<file path="src/rtl/elevator_floor_controller.sv">
// Car scheduler for elevator 1: latches floor calls, runs a collective up/down
// sweep, tracks the floor from motor time and times the door dwell.
module elevator_floor_controller #(
    parameter int NUM_FLOORS      = 4,
    parameter int FLOOR_W         = 2,
    parameter int CYCLES_PER_STEP = 960000,
    parameter int STEPS_PER_FLOOR = 50,
    parameter int DOOR_CYCLES     = 50000000
) (
    input  logic                  clk,
    input  logic                  rst_n,
    input  logic [NUM_FLOORS-1:0] call_req,
    output logic [1:0]            elv1_dir,
    output logic [FLOOR_W-1:0]    cur_floor,
    output logic                  door_open,
    output logic                  moving,
    output logic [NUM_FLOORS-1:0] pending
);

    localparam longint unsigned FLR_CYC =
        64'(CYCLES_PER_STEP) * 64'(STEPS_PER_FLOOR);
    localparam int FLR_W =
        ($clog2(FLR_CYC) > 36) ? $clog2(FLR_CYC) : 36;
    localparam int DOOR_W =
        ($clog2(DOOR_CYCLES) < 1) ? 1 : $clog2(DOOR_CYCLES);
    localparam logic [FLR_W-1:0]  FLR_LAST  = FLR_W'(FLR_CYC - 64'd1);
    localparam logic [DOOR_W-1:0] DOOR_LAST = DOOR_W'(DOOR_CYCLES - 1);

    localparam logic [1:0] DIR_UP   = 2'd0;
    localparam logic [1:0] DIR_DN   = 2'd1;
    localparam logic [1:0] DIR_STOP = 2'd2;

    typedef enum logic [1:0] {
        IDLE,
        MOVE_UP,
        MOVE_DOWN,
        DOOR
    } state_e;

    state_e                state_q, state_d;
    logic [1:0]            dir_q, dir_d;
    logic [FLOOR_W-1:0]    floor_q, floor_d;
    logic                  door_q, door_d;
    logic                  moving_q, moving_d;
    logic                  last_up_q, last_up_d;
    logic [NUM_FLOORS-1:0] pending_q, pending_d;
    logic [FLR_W-1:0]      flr_cnt_q, flr_cnt_d;
    logic [DOOR_W-1:0]     door_cnt_q, door_cnt_d;

    logic [NUM_FLOORS-1:0] latch;
    logic [NUM_FLOORS-1:0] clr;
    logic [FLOOR_W-1:0]    next_floor;
    logic                  up_ok;
    logic                  dn_ok;
    logic                  ahead;
    logic                  go_up;

    function automatic logic any_above(
        input logic [NUM_FLOORS-1:0] p,
        input logic [FLOOR_W-1:0]    f
    );
        any_above = 1'b0;
        for (int i = 0; i < NUM_FLOORS; i++) begin
            if (i > int'(f) && p[i]) any_above = 1'b1;
        end
    endfunction

    function automatic logic any_below(
        input logic [NUM_FLOORS-1:0] p,
        input logic [FLOOR_W-1:0]    f
    );
        any_below = 1'b0;
        for (int i = 0; i < NUM_FLOORS; i++) begin
            if (i < int'(f) && p[i]) any_below = 1'b1;
        end
    endfunction

    always_comb begin
        state_d    = state_q;
        floor_d    = floor_q;
        last_up_d  = last_up_q;
        flr_cnt_d  = flr_cnt_q;
        door_cnt_d = door_cnt_q;
        latch      = pending_q | call_req;
        clr        = '0;
        go_up      = 1'b0;
        up_ok      = any_above(pending_q, floor_q);
        dn_ok      = any_below(pending_q, floor_q);
        next_floor = (state_q == MOVE_UP) ? floor_q + FLOOR_W'(1)
                                          : floor_q - FLOOR_W'(1);
        ahead      = (state_q == MOVE_UP) ? any_above(pending_q, next_floor)
                                          : any_below(pending_q, next_floor);

        unique case (state_q)
            IDLE: begin
                if (pending_q[floor_q]) begin
                    state_d    = DOOR;
                    door_cnt_d = '0;
                    clr[floor_q] = 1'b1;
                end else if (up_ok || dn_ok) begin
                    // keep sweeping the way we last went while calls lie there
                    go_up     = up_ok && (last_up_q || !dn_ok);
                    state_d   = go_up ? MOVE_UP : MOVE_DOWN;
                    last_up_d = go_up;
                    flr_cnt_d = '0;
                end
            end
            MOVE_UP, MOVE_DOWN: begin
                if (flr_cnt_q == FLR_LAST) begin
                    flr_cnt_d = '0;
                    floor_d   = next_floor;
                    if (pending_q[next_floor]) begin
                        state_d    = DOOR;
                        door_cnt_d = '0;
                        clr[next_floor] = 1'b1;
                    end else if (!ahead) begin
                        state_d = IDLE;
                    end
                end else begin
                    flr_cnt_d = flr_cnt_q + FLR_W'(1);
                end
            end
            DOOR: begin
                // a press at this floor while open extends the dwell
                if (latch[floor_q]) begin
                    door_cnt_d = '0;
                    clr[floor_q] = 1'b1;
                end else if (door_cnt_q == DOOR_LAST) begin
                    state_d = IDLE;
                end else begin
                    door_cnt_d = door_cnt_q + DOOR_W'(1);
                end
            end
            default: state_d = IDLE;
        endcase

        pending_d = latch & ~clr;
        dir_d     = (state_d == MOVE_UP)   ? DIR_UP :
                    (state_d == MOVE_DOWN) ? DIR_DN : DIR_STOP;
        door_d    = (state_d == DOOR);
        moving_d  = (state_d == MOVE_UP) || (state_d == MOVE_DOWN);
    end

    always_ff @(posedge clk or negedge rst_n) begin
        if (!rst_n) begin
            state_q    <= IDLE;
            dir_q      <= DIR_STOP;
            floor_q    <= '0;
            door_q     <= 1'b0;
            moving_q   <= 1'b0;
            last_up_q  <= 1'b1;
            pending_q  <= '0;
            flr_cnt_q  <= '0;
            door_cnt_q <= '0;
        end else begin
            state_q    <= state_d;
            dir_q      <= dir_d;
            floor_q    <= floor_d;
            door_q     <= door_d;
            moving_q   <= moving_d;
            last_up_q  <= last_up_d;
            pending_q  <= pending_d;
            flr_cnt_q  <= flr_cnt_d;
            door_cnt_q <= door_cnt_d;
        end
    end

    assign elv1_dir  = dir_q;
    assign cur_floor = floor_q;
    assign door_open = door_q;
    assign moving    = moving_q;
    assign pending   = pending_q;

endmodule

</file>
<file path="config.mk">
export PLATFORM = sky130hd
export DESIGN_NAME = elevator_floor_controller
export DESIGN_NICKNAME = d
export VERILOG_FILES = /design/src/rtl/elevator_floor_controller.sv
export SDC_FILE = /design/constraint.sdc
export NUM_CORES = 1
export LEC_CHECK = 0
export ABC_AREA = 1
export BUFFER_PORTS_ARGS = -buffer_cell sky130_fd_sc_hd__buf_2
export CAP_MARGIN = 20
export CELL_PAD_IN_SITES_DETAIL_PLACEMENT = 2
export CELL_PAD_IN_SITES_GLOBAL_PLACEMENT = 2
export CORE_AREA = 4 4 139 141
export DETAILED_ROUTE_END_ITERATION = 10
export DIE_AREA = 0 0 143 145
export GPL_ROUTABILITY_DRIVEN = 0
export PLACE_DENSITY_LB_ADDON = 0.1
export SYNTH_ARGS = -nofsm -noshare
export SYNTH_HDL_FRONTEND = slang
export SYNTH_SLANG_ARGS = --single-unit
export TNS_END_PERCENT = 1
</file>
<file path="constraint.sdc">
create_clock -name clk -period 1.9 [get_ports clk]
set_input_delay 0.19 -clock clk [delete_from_list [all_inputs] [get_ports clk]]
set_output_delay 0.19 -clock clk [all_outputs]
set_load 0.02 [all_outputs]
</file>
==> flow_metrics.tcl <==
set metrics [dict create \
    status "finished, violations left" \
    violations "setup timing" \
    fmax_mhz 448 \
    ys_seq_area_share_pct 32.8 \
    routed_wl_mm 33.7 \
    maxSlewHeadroom_pct 70.1 \
    syn-num-nets 886 \
    cellLeakagePower_nw 3.81 \
    grt_usage_pct 28.1 \
    nets 1042 \
    drt_iter0_markers 387 \
    synthesis.area_sq_um 5730 \
    grt_pass1_vias 7775 \
    setup.worst_path.start_class "register" \
    cts-root-buf "clkbuf_16" \
    hold_viol 0 \
    path_clk_slew_ps 80 \
    setup_ws_ps -332 \
    power_frac_seq_pct 40.9 \
    cts_tree "yes" \
    clock_latency_ps 370 \
    fp.dieArea_sq_um 20700 \
    reg2reg_slack_ps -330 \
    rr_worst_depth 10 \
    regToRegStartpoint "flr_cnt_q[12]$_DFFE_PN0P_" \
    drtPass1Iterations 5 \
    ys_ff_latch 75 \
    drive_above_1_share_pct 34.6 \
    grt_pass1_wl_mm 45.3 \
    avgSynthCellArea_sq_um 6.61 \
    setup_violations 75 \
    grt_max_degree 48 \
    critPathKind "register to register" \
    ant_nets 0 \
    layout_common_cells "213 x nand2_1, 130 x buf_4, 108 x nor2_1, 84 x inv_1, 70 x dfrtp_1" \
    die_h_microns 145 \
    vias_per_cell 5.74 \
    layout_commonest_cell "nand2_1" \
    hold_class "input port to async pin" \
    crit_required_ps 2160 \
    yosys_warnings 0 \
    peakVddDrop_mv 0.529 \
    dp_hpwl_mm 18.6 \
    max-clock-path-buffers 2 \
    p_int_mw 2.93 \
    r2r_end "flr_cnt_q[14]$_DFFE_PN0P_" \
    wl_per_cell_microns 26.8 \
    cp.arrival_ps 2490 \
    die_w_microns 143 \
    h-tree-depth 3 \
    tightest_slew_ps 445 \
    power_switching_share_pct 25.7 \
    rows 49 \
    crit_path_max_fanout 6 \
    gr-total-overflow 0 \
    finalNonFillerCells 1257 \
    start_util_pct 31.9 \
    drv_slew 0 \
    dp_cells 1202 \
    portBuffers 15 \
    synth_cells 867 \
    cts.sinks 75 \
    fin_setup_tns_ps -15760 \
    pin_count 16 \
    numCtsBuffers 9 \
    core_area_sq_um 18000 \
    p_sw_mw 1.01 \
    maxCapViolCount 0 \
    rsz0062_at_grt "true" \
    area_growth_pct 43.6 \
    final.period_utilization_pct 117 \
    skew_ps 17.8 \
    clock_power_share_pct 55.4 \
    end_kind "register" \
    num_vias 7218 \
    drcViolationCount 0 \
    antenna_found_initial 0 \
    antenna_cells 0 \
    yosysUniqueCellTypes 34 \
    pwr-share-comb_pct 3.7 \
    period_needed_ps 2230 \
    powerDensity_nw_per_um2 479 \
]
[flip-flops by register name, indices dropped and copies added (netlist names)]
signal and count:
flr_cnt_q 36, door_cnt_q 26, pending 4, cur_floor 2, elv1_dir 2, state_q 2, door_open 1, last_up_q 1
moving 1
[power by group through the flow]
stage               logic [mW]  clock network (mW)  registers, mW
global route             0.156                2.24           1.61
global placement         0.121                   0           1.64
finish                   0.146                2.18           1.61
detailed placement       0.127                   0           1.64
floorplan               0.0369                   0           1.64
CTS                      0.133                2.11           1.61
[critical path, stage by stage, from the launching register on]
cell and delay (ps):
dfrtp_1 400, buf_4 200, nand2_1 130, nor3_1 350, nand2_1 190, nor2_1 190, buf_4 190, xnor2_1 180
inv_1 110, nand4_1 110, nand2_1 80
[area by class of cell]
class / count / area [sq um]
clock inverters: 7 / 116
flip-flops and latches: 75 / 1880
repair buffers: 167 / 1460
well taps: 229 / 287
clock buffers: 9 / 225
inverters: 105 / 408
multi-input cells: 665 / 3840
fillers: 2096 / 9740
[repair_timing]
action,CTS,global route
setup buffers,25,7
endpoints found under the setup margin,74,75
resized for setup,79,83
hold buffers,1,0
pin swaps,23,27
cloned,6,0
hold endpoints to repair,73,0
[how the worst max path moves through the flow]
stage / start / endpoint / slack [ps] / cells past startpoint
floorplan: cur_floor[1]$_DFFE_PN0P_ / moving$_DFF_PN0_ / -80 / 15
global placement: cur_floor[0]$_DFFE_PN0P_ / moving$_DFF_PN0_ / -100 / 15
detailed placement: cur_floor[0]$_DFFE_PN0P_ / moving$_DFF_PN0_ / -280 / 11
CTS: cur_floor[0]$_DFFE_PN0P_ / door_cnt_q[25]$_DFFE_PN0P_ / -90 / 16
global route: flr_cnt_q[1]$_DFFE_PN0P_ / flr_cnt_q[23]$_DFFE_PN0P_ / -370 / 13
finish: flr_cnt_q[12]$_DFFE_PN0P_ / flr_cnt_q[14]$_DFFE_PN0P_ / -330 / 10
[through the flow]
step	power, mW	utilization (%)	setup WS (ps)	instance area [sq um]	hold WS [ps]
2_1_floorplan	1.68	-	-75.2	5760	-106
3_3_place_gp	1.76	38.4	-98.1	6890	-13.1
3_5_place_dp	1.77	38.4	-283	6890	-12.4
4_1_cts	3.85	43.8	-90.9	7870	150
5_1_grt	4.00	45.8	-368	8220	153
6_report	3.94	45.8	-332	8220	146
[per-layer routing]
metal / share of wire, % / global-route usage (%)
met3: 5.3 / 4.84
met1: 40 / 35.3
met5: 0 / 0
met2: 50 / 47.8
met4: 4.5 / 10.8
[cells by family after synthesis]
group                      after synthesis  share of synthesized area [%]
xor gates and xnor gates                13                           1.99
AOI/OAI and AO/OA                       83                           9.22
buffers and inverters                  127                           9.20
DFF                                     75                           32.8
and+or+nand+nor                        556                           43.9
adders and majority gates               13                           2.84
[Yosys cell counts, drive strengths merged]
| library cell | n | area, sq um |
|---|---|---|
| xor2 | 12 | 105 |
| inv | 104 | 390 |
| dfstp | 2 | 52.6 |
| o211ai | 1 | 12.5 |
| nor3 | 26 | 130 |
| a31o | 1 | 8.76 |
| o22ai | 1 | 6.26 |
| xnor2 | 1 | 8.76 |
| buf | 11 | 91.3 |
| a21oi | 16 | 80.1 |
| nor2 | 128 | 558 |
| o21bai | 4 | 30.0 |
| o21ai | 60 | 390 |
| nand2 | 275 | 1110 |
| dfrtp | 73 | 1830 |
| or2 | 3 | 18.8 |
| nor4 | 1 | 6.26 |
| nand4 | 60 | 375 |
| ha | 13 | 163 |
| clkbuf | 11 | 41.3 |
| and3 | 1 | 6.26 |
| nand3b | 1 | 7.51 |
| nand3 | 61 | 305 |
| clkinv | 1 | 3.75 |
No activity file was read; power rests on OpenSTA's default activity.
